<file path="config.mk">
export PLATFORM = sky130hd
export DESIGN_NAME = mem_arbiter4
export DESIGN_NICKNAME = d
export VERILOG_FILES = /design/src/rtl/arb_pkg.sv /design/src/rtl/rr_pick4.sv /design/src/rtl/mem_arbiter4.sv
export SDC_FILE = /design/constraint.sdc
export NUM_CORES = 1
export LEC_CHECK = 0
export BUFFER_PORTS_ARGS = -buffer_cell sky130_fd_sc_hd__buf_2
export CORE_AREA = 2 2 49 51
export DETAILED_ROUTE_END_ITERATION = 6
export DIE_AREA = 0 0 51 53
export PLACE_DENSITY = 0.83
export SYNTH_ARGS = -nofsm -noshare
export SYNTH_HDL_FRONTEND = slang
export SYNTH_SLANG_ARGS = --single-unit
</file>
<file path="constraint.sdc">
create_clock -name clk -period 2.2 [get_ports clk]
set_input_delay 0.22 -clock clk [delete_from_list [all_inputs] [get_ports clk]]
set_output_delay 0.22 -clock clk [all_outputs]
set_load 0.01 [all_outputs]
</file>
<file path="src/rtl/arb_pkg.sv">
// Shared types and helpers for the four-way memory port arbiter.
// Imported by the arbiter top and its round-robin pick sub-module.
package arb_pkg;

    localparam int NUM_REQ = 4;

    typedef enum logic {
        IDLE,
        BUSY
    } arb_state_t;

    typedef logic [1:0] req_idx_t;

    function automatic logic [NUM_REQ-1:0] onehot(input req_idx_t idx);
        return NUM_REQ'(1) << idx;
    endfunction

endpackage

</file>
<file path="src/rtl/rr_pick4.sv">
// Rotate-priority encoder: first asserted request searching upward from last+1, mod 4.
// Purely combinational; valid is low when no request is asserted.
module rr_pick4
    import arb_pkg::*;
(
    input  logic [NUM_REQ-1:0] req,
    input  req_idx_t           last,
    output req_idx_t           idx,
    output logic               valid
);

    req_idx_t cand;

    // Scan the farthest offset first so the nearest requester after 'last' is written last and wins.
    always_comb begin
        // NOTE: every signal driven here gets a default first, so no path leaves it unassigned and no latch is inferred.
        idx   = '0;
        valid = 1'b0;
        cand  = '0;
        for (int k = NUM_REQ; k >= 1; k--) begin
            cand = req_idx_t'(int'(last) + k);
            if (req[cand]) begin
                idx   = cand;
                valid = 1'b1;
            end
        end
    end

endmodule

</file>
<file path="src/rtl/mem_arbiter4.sv">
// Round-robin arbiter sharing one memory port among four requesters, with a
// registered grant/select/strobe set and an optional BUSY watchdog.
module mem_arbiter4
    import arb_pkg::*;
#(
    parameter int TIMEOUT = 255
) (
    input  logic               clk,
    input  logic               reset,
    input  logic [NUM_REQ-1:0] req,
    input  logic [NUM_REQ-1:0] req_write,
    input  logic               mem_resp,
    output logic [1:0]         sel,
    output logic [NUM_REQ-1:0] grant,
    output logic               mem_read,
    output logic               mem_write,
    output logic [NUM_REQ-1:0] done,
    output logic               busy,
    output logic               timeout
);

    // Width is derived from TIMEOUT; a disabled watchdog still keeps a 1-bit counter.
    localparam int CNT_W = (TIMEOUT > 0) ? $clog2(TIMEOUT + 1) : 1;
    localparam logic [CNT_W-1:0] CNT_LAST = CNT_W'((TIMEOUT > 0) ? TIMEOUT - 1 : 0);

    arb_state_t         state_q, state_d;
    req_idx_t           last_q, last_d;
    req_idx_t           sel_q, sel_d;
    logic [NUM_REQ-1:0] grant_q, grant_d;
    logic [CNT_W-1:0]   cnt_q, cnt_d;
    logic               rd_q, rd_d;
    logic               wr_q, wr_d;
    logic               timeout_q, timeout_d;

    req_idx_t           pick_idx;
    logic               pick_valid;
    logic               wd_expire;

    rr_pick4 u_pick (
        .req   (req),
        .last  (last_q),
        .idx   (pick_idx),
        .valid (pick_valid)
    );

    assign wd_expire = (TIMEOUT != 0) && (cnt_q == CNT_LAST);

    always_comb begin
        state_d   = state_q;
        last_d    = last_q;
        sel_d     = sel_q;
        grant_d   = grant_q;
        cnt_d     = cnt_q;
        rd_d      = rd_q;
        wr_d      = wr_q;
        timeout_d = 1'b0;

        case (state_q)
            IDLE: begin
                if (pick_valid) begin
                    state_d = BUSY;
                    sel_d   = pick_idx;
                    grant_d = onehot(pick_idx);
                    wr_d    = req_write[pick_idx];
                    rd_d    = ~req_write[pick_idx];
                    cnt_d   = '0;
                end
            end
            BUSY: begin
                cnt_d = cnt_q + 1'b1;
                // A response in the expiry cycle completes normally; the watchdog only fires without one.
                if (mem_resp || wd_expire) begin
                    state_d   = IDLE;
                    last_d    = sel_q;
                    sel_d     = '0;
                    grant_d   = '0;
                    rd_d      = 1'b0;
                    wr_d      = 1'b0;
                    timeout_d = ~mem_resp;
                end
            end
            default: begin
                state_d = IDLE;
                sel_d   = '0;
                grant_d = '0;
                rd_d    = 1'b0;
                wr_d    = 1'b0;
            end
        endcase
    end

    // Reset pointer of 3 gives requester 0 first priority.
    always_ff @(posedge clk or posedge reset) begin
        if (reset) begin
            // NOTE: state registers use non-blocking assignments so every flop samples pre-edge values.
            state_q   <= IDLE;
            last_q    <= 2'd3;
            sel_q     <= '0;
            grant_q   <= '0;
            cnt_q     <= '0;
            rd_q      <= 1'b0;
            wr_q      <= 1'b0;
            timeout_q <= 1'b0;
        end else begin
            state_q   <= state_d;
            last_q    <= last_d;
            sel_q     <= sel_d;
            grant_q   <= grant_d;
            cnt_q     <= cnt_d;
            rd_q      <= rd_d;
            wr_q      <= wr_d;
            timeout_q <= timeout_d;
        end
    end

    assign sel       = sel_q;
    assign grant     = grant_q;
    assign mem_read  = rd_q;
    assign mem_write = wr_q;
    assign busy      = (state_q == BUSY);
    assign timeout   = timeout_q;
    assign done      = grant_q & {NUM_REQ{mem_resp}};

endmodule

</file>
==> out/metrics.yaml, run 1 <==
r2r-end: "mem_read"
syn_nets: 119
maxSlewViolCount: 0
grt_pass1_wl_um: 3650
hold_path.class: "input pin to async pin"
route.detailed.wl_per_inst_um: 13.5
drtPass1Iterations: 4
synth_flop_cell: "dfrtp_1"
maxSlewHeadroom_pct: 51.5
clk_pin_slew_ps: 110
core_area_um2: 2150
fmax_mhz: 583
worstMarginPinSlew_ps: 726
cp.required_ps: 2390
finalHoldViolCount: 0
synth_enable_flop_cells: 0
synth_cell_types: 35
die_w_um: 51
power-per-cell-area_nw_per_um2: 737
synth_top_family_by_area: "compound AO/OA/AOI/OAI gates"
synthAdderAreaFrac_pct: 2.36
cp_slowest_cell: "dfrtp_1"
grt_max_degree: 21
cts_buffers: 3
tritoncts: "built"
syn_avg_cell_area_um2: 10.0
leakage_nw: 0.592
critPathTopFamily: "compound AO/OA/AOI/OAI gates"
drc_errors: 0
placed_area_um2: 1200
hold_buffers: 0
htreeDepth: 1
clk_latency_ps: 300
dieArea_um2: 2700
synth-seq-cells: 20
io_pins: 25
post-route-period-util_pct: 77.9
synth-xor-area-share_pct: 1.65
cp-end-kind: "flop"
synth-compound-area-share_pct: 20.9
rows: 17
dp_hpwl_um: 1660
place_congestion: 0.796
r2r_slack_ps: 490
grt_overflow: 0
timing.critical_path.cells: "inv_1 -> and2_1 -> o22a_4 -> a221o_1"
ir_drop_mv: 0.407
arrival_ps: 1900
total_power_uw: 902
nNetsFinal: 146
yosys_warnings: 0
cp-start-kind: "flop"
drt_iter0_drc: 24
via_count: 862
clk_path_buf_depth: 2
synth-async-reset-ratio_pct: 100
rsz0062_at_grt: "no"
first_global_vias: 763
pre_cts_slack_ps: 533
layout-drive-gt1-share_pct: 27.5
ctsRootBufferMaster: "clkbuf_4"
finalInstanceArea_um2: 1220
setup_viol_count_final: 0
seq_area_frac_synth_pct: 47.4
path_buf_inv: 1
critPathKind: "flop to flop"
final.min_clock_period_ps: 1710
finClkSkew_ps: 8.94
hold_ws_ps: 16.3
area_delta_synth_final_pct: 15.3
drv_cap: 0
grt_usage_pct: 18.7
synthMuxAreaShare_pct: 4.95
via_per_inst: 5.42
num-fill-cells: 188
tns_ps: 0
antenna_cells: 0
worst_slack_ps: 485
postCtsSetupRepairBufs: 0
max_stage_delay_ps: 560
crit_fanout: 13
layout_commonest_cell: "buf_2"
reg2reg_depth: 4
synthCells: 106
syn-cell-area_um2: 1060
port_buffers: 24
rr_startpoint: "busy"
synth-simple-area-share_pct: 19.6
die_y_um: 53
antenna_found_initial: 0
status: "complete, no violations"
clock_sink_count: 20
cts_resized: 0
drt-total-wl_um: 2150
final_cell_mix: "24 x buf_2, 18 x dfrtp_1, 16 x o21ai_0, 12 x nand2_1"
ant_nets: 0
initial_core_util_pct: 49.4
-- cell usage after synthesis, types with 2 or more instances --
cell       n  area share (%)
xor2_1     2             1.7
nor2_1     5             1.8
nand4_1    2             1.2
dfstp_2    2             5.0
inv_1      5             1.8
nor3_1     4             1.9
nand2_1   12             4.2
o21ai_0   16             7.5
nand3_1    4             1.9
ha_1       2             2.4
dfrtp_1   18              42
nand2b_1   2             1.2
mux2i_1    3             2.8
a22o_1     2             1.7
mux2_2     2             2.1
and2_1     5             2.9
o211ai_1   2             1.4
-- final cells by class --
class | count | area, µm² | area share [%]
multi-input combinational | 79 | 524 | 42.8
sequential | 20 | 503 | 41.1
timing repair buffer | 24 | 120 | 9.82
tap | 28 | 35.0 | 2.86
clock buffer | 3 | 22.5 | 1.84
inverter | 5 | 18.8 | 1.53
-- registers in the layout, summed over array words and instances (netlist names) --
register	flops
grant	4
mem_write	1
last_q	2
busy	1
cnt_q	8
timeout	1
mem_read	1
sel	2
-- metal layers --
layer	up-vias	share of wire [%]	GRT usage (%)
li1	432	-	-
met1	405	48	25.4
met2	20	46	29.7
met3	5	3.5	2.26
met4	0	2.6	9.46
met5	-	0	0
-- per-stage QoR --
step | cells | util [%]
6_report | 159 | 57.0
2_1_floorplan | 106 | -
5_1_grt | 159 | 57.0
3_5_place_dp | 156 | 55.9
4_1_cts | 159 | 57.0
3_3_place_gp | 156 | 55.9
-- kinds of logic (layout without fill, tap and decap cells) --
family | count (synthesis) | in the layout
flops | 20 | 20
xor+xnor | 2 | 2
fa+ha+maj | 2 | 2
compound gates | 30 | 30
buf+inv | 7 | 32
mux | 5 | 5
simple gates | 40 | 40
-- worst register-to-register path, stage by stage (launching register included) --
cell     delay, ps
dfrtp_1        560
inv_1          190
and2_1         260
o22a_4         240
a221o_1        350
-- how the worst max path moves through the flow --
stage                         start       end  slack [ps]  depth (start not counted)
after global routing           busy  mem_read         340                          4
final                          busy  mem_read         490                          4
after CTS                 last_q[1]  mem_read         500                          4
after floorplan           last_q[1]  mem_read         610                          4
after global placement    last_q[1]  mem_read         580                          4
after detailed placement  last_q[1]  mem_read         530                          4
-- power breakdown --
| group | leakage [nW] | total [mW] | internal (mW) | switching [mW] |
|---|---|---|---|---|
| Clock | 0.0138 | 0.171 | 0.0640 | 0.107 |
| Combinational | 0.319 | 0.232 | 0.107 | 0.125 |
| Sequential | 0.259 | 0.499 | 0.432 | 0.0668 |
| Total | 0.592 | 0.902 | 0.603 | 0.299 |
Note: power is estimated with default switching activity, not from simulation.
==> inputs of run 2 (changes only) <==
--- a/config.mk
+++ b/config.mk
@@ -6,10 +6,10 @@
 export NUM_CORES = 1
 export LEC_CHECK = 0
 export BUFFER_PORTS_ARGS = -buffer_cell sky130_fd_sc_hd__buf_2
-export CORE_AREA = 2 2 49 51
+export CORE_AREA = 2 2 51 53
 export DETAILED_ROUTE_END_ITERATION = 6
-export DIE_AREA = 0 0 51 53
-export PLACE_DENSITY = 0.83
+export DIE_AREA = 0 0 53 55
+export PLACE_DENSITY = 0.81
 export SYNTH_ARGS = -nofsm -noshare
 export SYNTH_HDL_FRONTEND = slang
 export SYNTH_SLANG_ARGS = --single-unit
==> constraint.sdc (replaced) <==
create_clock -name clk -period 1.45 [get_ports clk]
set_input_delay 0.145 -clock clk [delete_from_list [all_inputs] [get_ports clk]]
set_output_delay 0.145 -clock clk [all_outputs]
set_load 0.01 [all_outputs]
==> out/metrics.yaml, run 2 (synthesized netlist as in run 1, its figures left out) <==
antenna_cells: 0  # unchanged
ant_nets: 0  # unchanged
clock_sink_count: 20  # unchanged
finalHoldViolCount: 0  # unchanged
cp_slowest_cell: "dfstp_2"
tns_ps: -366  # -366 ps
place_congestion: 0.787  # -1.2%
leakage_nw: 0.704  # +19%
grt_max_degree: 21  # unchanged
maxSlewHeadroom_pct: 81.4  # +30 points
holdPathEnd: "timeout"
clk_pin_slew_ps: 130  # +20 ps
layout-drive-gt1-share_pct: 38.4  # +11 points
drc_errors: 0  # unchanged
cp-start-kind: "flop"
drt_iter0_drc: 14  # -42%
final.min_clock_period_ps: 1590  # -127 ps
use_met3_pct: 4.30  # +2.0 points
final_cell_mix: "24 x buf_2, 18 x dfrtp_1, 18 x buf_4, 13 x o21ai_0, 11 x nand2_1"
die_w_um: 53  # +3.9%
finClkSkew_ps: 16.5  # +7.58 ps
cp-end-kind: "flop"
tritoncts: "built"
r2r_slack_ps: -140  # -620 ps
port_buffers: 24  # unchanged
via_count: 955  # +11%
met1_usage_pct: 20.0  # -5.4 points
io_pins: 25  # unchanged
max_stage_delay_ps: 600  # +40 ps
hold_ws_ps: 64.0  # +47.7 ps
crit_fanout: 6  # -7
top_register: "cnt_q"
fin_cells: 181  # +14%
grt_usage_pct: 18.2  # -0.59 points
dp_hpwl_um: 1870  # +13%
reg2reg_depth: 4  # unchanged
arrival_ps: 1800  # -100 ps
num-fill-cells: 214  # +14%
drv_cap: 0  # unchanged
fmax_mhz: 630  # +8.0%
worst_slack_ps: -138  # -623 ps
rr_startpoint: "last_q[1]"
nNetsFinal: 165  # +13%
drtPass1Iterations: 4  # unchanged
dieArea_um2: 2920  # +7.8%
holdPathStages: 2
largest_reg_flops: 8  # unchanged
busiest_layer: "met2"
worstMarginPinSlew_ps: 276  # -450 ps
violations: "negative setup slack"
layout_commonest_cell: "buf_2"
htreeDepth: 1  # unchanged
post-route-period-util_pct: 110  # +32 points
cp.required_ps: 1660  # -730 ps
ir_drop_mv: 1.05  # +160%
core_area_um2: 2360  # +10%
clk_latency_ps: 310  # about the same
critPathKind: "flop to flop"
initial_core_util_pct: 44.9  # -4.5 points
grt_pass1_wl_um: 3860  # +5.9%
first_global_vias: 915  # +20%
route.detailed.wl_per_inst_um: 13.1  # -2.9%
die_y_um: 55  # +3.8%
cts_buffers: 3  # unchanged
drt-total-wl_um: 2380  # +11%
hold_path.class: "input pin to flop"
rsz0062_at_grt: "yes"
via_per_inst: 5.28  # -2.7%
rows: 18  # +1
status: "complete, but fails checks"
power-per-cell-area_nw_per_um2: 1190  # +62%
ctsRootBufferMaster: "clkbuf_4"
area_delta_synth_final_pct: 32.9
placed_cells: 175  # +12%
antenna_found_initial: 0  # unchanged
setup_viol_count_final: 6  # +6
maxSlewViolCount: 0  # unchanged
timing.critical_path.cells: "mux2i_2 -> o221ai_4 -> mux2i_1 -> a221o_1"
grt_overflow: 0  # unchanged
grt_util_met2_pct: 35.4  # +5.8 points
r2r-end: "mem_read"
clk_path_buf_depth: 2  # unchanged
worstHoldStart: "mem_resp"
run 2: timing repair:
item / 4_1_cts / 5_1_grt
gates resized for setup: 1 / 4
hold endpoints to repair: 18 / 0
pin swaps: 0 / 1
setup endpoints to repair: 8 / 9
setup buffers: 1 / 0
hold buffers: 1 / 0
run 2: worst max path at each step:
stage	startpoint	to	slack, ps	cells past startpoint
6_report	last_q[1]	mem_read	-140	4
5_1_grt	last_q[1]	mem_read	-200	5
4_1_cts	last_q[1]	mem_read	-130	4
3_5_place_dp	last_q[1]	mem_read	-150	4
3_3_place_gp	last_q[1]	mem_read	-70	6
2_1_floorplan	last_q[1]	mem_read	-60	4
run 2: final cells by class:
class	instances	area, µm²	share of cell area (%)
Tap cell	30	37.5	2.66
Clock buffer	3	22.5	1.60
Inverter	5	18.8	1.33
Sequential cell	20	503	35.7
Timing Repair Buffer	43	265	18.8
Multi-Input combinational cell	79	533	37.8
Clock inverter	1	30.0	2.13
run 2: metal layers:
layer  part of all wire, %  wire, µm  vias to the layer above
met4                   1.1        25                        0
met2                    50      1200                       28
met3                   4.8       114                        4
met5                     0         0                        -
met1                    44      1040                      452
li1                      -         -                      471
run 2: per-stage QoR:
| step | total power [mW] | area [µm²] | utilization, % | worst slack (ps) |
|---|---|---|---|---|
| after global routing | 1.78 | 1410 | 59.6 | -204 |
| after CTS | 1.69 | 1410 | 59.5 | -126 |
| after global placement | 1.19 | 1340 | 56.5 | -68.6 |
| final | 1.68 | 1410 | 59.6 | -138 |
| after detailed placement | 1.22 | 1340 | 56.5 | -150 |
| after floorplan | 0.987 | 1060 | - | -61.3 |
run 2: where the power goes:
group,internal (mW),leakage (nW),total (mW),switching (mW)
clock,0.279,0.0279,0.461,0.181
combinational,0.250,0.417,0.504,0.254
sequential,0.655,0.259,0.720,0.0646
total,1.18,0.704,1.68,0.500
run 2: critical path: cells and delay by family, from the launching register on:
| family | cells | cell delay [ps] |
|---|---|---|
| flip-flops | 1 | 600 |
| AO/OA/AOI/OAI | 2 | 460 |
| multiplexers | 2 | 440 |
==> inputs of run 3 (changes only) <==
--- a/config.mk
+++ b/config.mk
@@ -5,11 +5,13 @@
 export SDC_FILE = /design/constraint.sdc
 export NUM_CORES = 1
 export LEC_CHECK = 0
+export ABC_AREA = 1
 export BUFFER_PORTS_ARGS = -buffer_cell sky130_fd_sc_hd__buf_2
-export CORE_AREA = 2 2 51 53
+export CORE_AREA = 2 2 53 55
 export DETAILED_ROUTE_END_ITERATION = 6
-export DIE_AREA = 0 0 53 55
-export PLACE_DENSITY = 0.81
+export DIE_AREA = 0 0 55 57
+export HOLD_SLACK_MARGIN = 0.1
+export PLACE_DENSITY = 0.8
 export SYNTH_ARGS = -nofsm -noshare
 export SYNTH_HDL_FRONTEND = slang
 export SYNTH_SLANG_ARGS = --single-unit
==> out/metrics.yaml, run 3 <==
status: "complete, but fails checks"
violations: "negative setup slack"
setup_viol_count_final: 17  # +11
num-fill-cells: 238  # +11%
first_global_vias: 1174  # +28%
ant_nets: 0  # unchanged
synth-seq-cells: 20  # unchanged
syn_avg_cell_area_um2: 7.67  # -23%
antenna_cells: 0  # unchanged
placed_cells: 217  # +24%
worst_slack_ps: -280  # -141 ps
yosys.cell_count.top_type: "nand2_1"
timing.critical_path.cells: "inv_6 -> nand2_2 -> nand2_2 -> nand2_2 -> nand3_1 -> nand3b_4 -> nand2_4 -> inv_6 -> nor2_8 -> nand2_1 -> o31ai_1"
rsz0062_at_grt: "yes"
fmax_mhz: 578  # -8.2%
cts_buffers: 3  # unchanged
cp-end-kind: "flop"
synth_flop_cell: "dfrtp_1"
area_delta_synth_final_pct: 35.4
clk_latency_ps: 310  # about the same
seq_area_frac_synth_pct: 43.4  # -4.0 points
seq_area_um2: 503  # unchanged
post-route-period-util_pct: 119  # +9.8 points
core_area_um2: 2620  # +11%
layout_commonest_cell: "nand2_1"
tritoncts: "built"
grt_overflow: 0  # unchanged
placed_area_um2: 1410  # +5.5%
total_power_mw: 3.29  # +95%
reg2reg_depth: 11  # +7
fin_cells: 227  # +25%
via_per_inst: 4.92  # -6.8%
clk_path_buf_depth: 2  # unchanged
nNetsFinal: 210  # +27%
initial_core_util_pct: 44.3  # -0.56 points
max_stage_delay_ps: 650  # +50 ps
synthCells: 151  # +42%
arrival_ps: 1940  # +140 ps
yosys_warnings: 0  # unchanged
synthTopCellsByCount: "48 x nand2_1, 18 x dfrtp_1, 18 x inv_1, 12 x nand3_1, 12 x o21ai_0"
grt_max_degree: 21  # unchanged
port_buffers: 24  # unchanged
grt_pass1_wl_um: 4710  # +22%
dieArea_um2: 3140  # +7.5%
grt_usage_pct: 20.4  # +2.2 points
io_pins: 25  # unchanged
maxSlewHeadroom_pct: 82.3  # +0.92 points
final.min_clock_period_ps: 1730  # +141 ps
syn-cell-area_um2: 1160  # +9.2%
synth_cell_types: 26  # -26%
synth-async-reset-ratio_pct: 100  # unchanged
synth_area_leaders: "dfrtp_1 39%, nand2_1 16%, inv_1 5.8%"
rows: 19  # +1
maxSlewViolCount: 0  # unchanged
finalHoldViolCount: 0  # unchanged
synth_top_area_share_pct: 38.9  # -3.6 points
drv_cap: 0  # unchanged
die_w_um: 55  # +3.8%
cp_slowest_cell: "dfstp_2"
path_common_cell: "nand2_2"
layout-drive-gt1-share_pct: 43.9  # +5.5 points
route.detailed.wl_per_inst_um: 11.4  # -13%
drtPass1Iterations: 4  # unchanged
r2r-end: "grant[0]"
finClkSkew_ps: 5.03  # -11.5 ps
drt-total-wl_um: 2600  # +9.2%
syn_nets: 164  # +38%
clk_pin_slew_ps: 110  # -20 ps
drt_iter0_drc: 19  # +5
critPathKind: "flop to flop"
ir_drop_mv: 1.16  # +10%
yosys.area.top_type: "dfrtp_1"
place_congestion: 0.760  # -3.5%
hold_path.class: "input pin to flop"
top_register: "cnt_q"
rr_startpoint: "last_q[0]"
multiInputGateArea_um2: 627  # +18%
power-per-cell-area_nw_per_um2: 2100  # +76%
cp.required_ps: 1660  # about the same
clock_sink_count: 20  # unchanged
largest_reg_flops: 8  # unchanged
leakage_nw: 0.853  # +21%
htreeDepth: 1  # unchanged
dp_hpwl_um: 1850  # -1.1%
crit_path_end: "grant[0]"
final_cell_mix: "32 x nand2_1, 24 x buf_2, 18 x nand2_2, 18 x dfrtp_1, 17 x inv_1"
synth_enable_flop_cells: 0  # unchanged
hold_ws_ps: 159  # +95.2 ps
die_y_um: 57  # +3.6%
r2r_slack_ps: -280  # -140 ps
worstMarginPinSlew_ps: 264  # -11.8 ps
crit_fanout: 8  # +2
drc_errors: 0  # unchanged
via_count: 1116  # +17%
antenna_found_initial: 0  # unchanged
finalInstanceArea_um2: 1570  # +11%
ctsRootBufferMaster: "clkbuf_4"
startpoint: "last_q[0]"
tns_ps: -3960  # -3590 ps
cp-start-kind: "flop"
run 3: changes by cell type after synthesis, sizes merged, moves of 4 or more:
cell / delta
nor3: -4
nand3: +8
and2: -5
nor2: +7
nand2: +40
inv: +19
run 3: repair_timing:
| item | CTS | global route |
|---|---|---|
| setup endpoints to repair | 17 | 17 |
| gates cloned | 0 | 0 |
| resized for setup | 24 | 1 |
| hold buffers | 2 | 0 |
| setup buffers | 4 | 0 |
| pin swaps | 10 | 4 |
| endpoints found under the hold margin | 21 | 0 |
run 3: area by class of cell:
type	instances	share of cell area (%)
clock buffers	4	2.31
inverters	24	6.38
multi-input cells	106	40.0
flip-flops and latches	20	32.1
well taps	31	2.47
repair buffers	42	16.8
run 3: power breakdown:
part / switching (mW) / internal, mW / total, mW
logic: 1.19 / 0.872 / 2.07
clock network: 0.173 / 0.153 / 0.327
registers: 0.158 / 0.741 / 0.899
run 3: through the flow:
stage | setup slack, ps | utilization (%)
after global routing | -450 | 60.0
after CTS | -258 | 59.9
after floorplan | -142 | -
final | -280 | 60.0
after detailed placement | -254 | 53.9
after global placement | -225 | 53.9
run 3: cell families (layout without fill, tap and decap cells):
family	after synthesis	in the layout	synth area share, %
adder cells (fa/ha/maj)	2	2	2.16
buffers and inverters	25	70	9.39
flip-flops	20	20	43.4
AND/OR/NAND/NOR	83	83	34.4
XOR/XNOR	2	2	1.51
AO/OA/AOI/OAI	19	19	9.07
run 3: worst min-delay path by stage:
stage | start | endpoint | slack (ps) | cells past startpoint
final | req_write[1] | mem_read | 160 | 4
after global routing | req_write[1] | mem_read | 180 | 4
after CTS | req_write[2] | mem_read | 140 | 4
after detailed placement | reset | cnt_q[5] | 190 | 3
after global placement | reset | cnt_q[5] | 170 | 3
after floorplan | reset | busy | 110 | 1
run 3: metal layers:
layer / GRT usage [%] / vias up / routed length [µm]
met5: 0 / - / 0
met2: 34.2 / 24 / 1280
met1: 24.1 / 508 / 1120
met3: 3.66 / 9 / 122
met4: 10.5 / 0 / 73
li1: - / 575 / -
run 3: critical path: cells and delay by family (launching register included):
| kind | cells | cell delay [ps] |
|---|---|---|
| flip-flops | 1 | 650 |
| buffers and inverters | 2 | 120 |
| AO/OA/AOI/OAI | 1 | 70 |
| AND/OR/NAND/NOR | 8 | 790 |
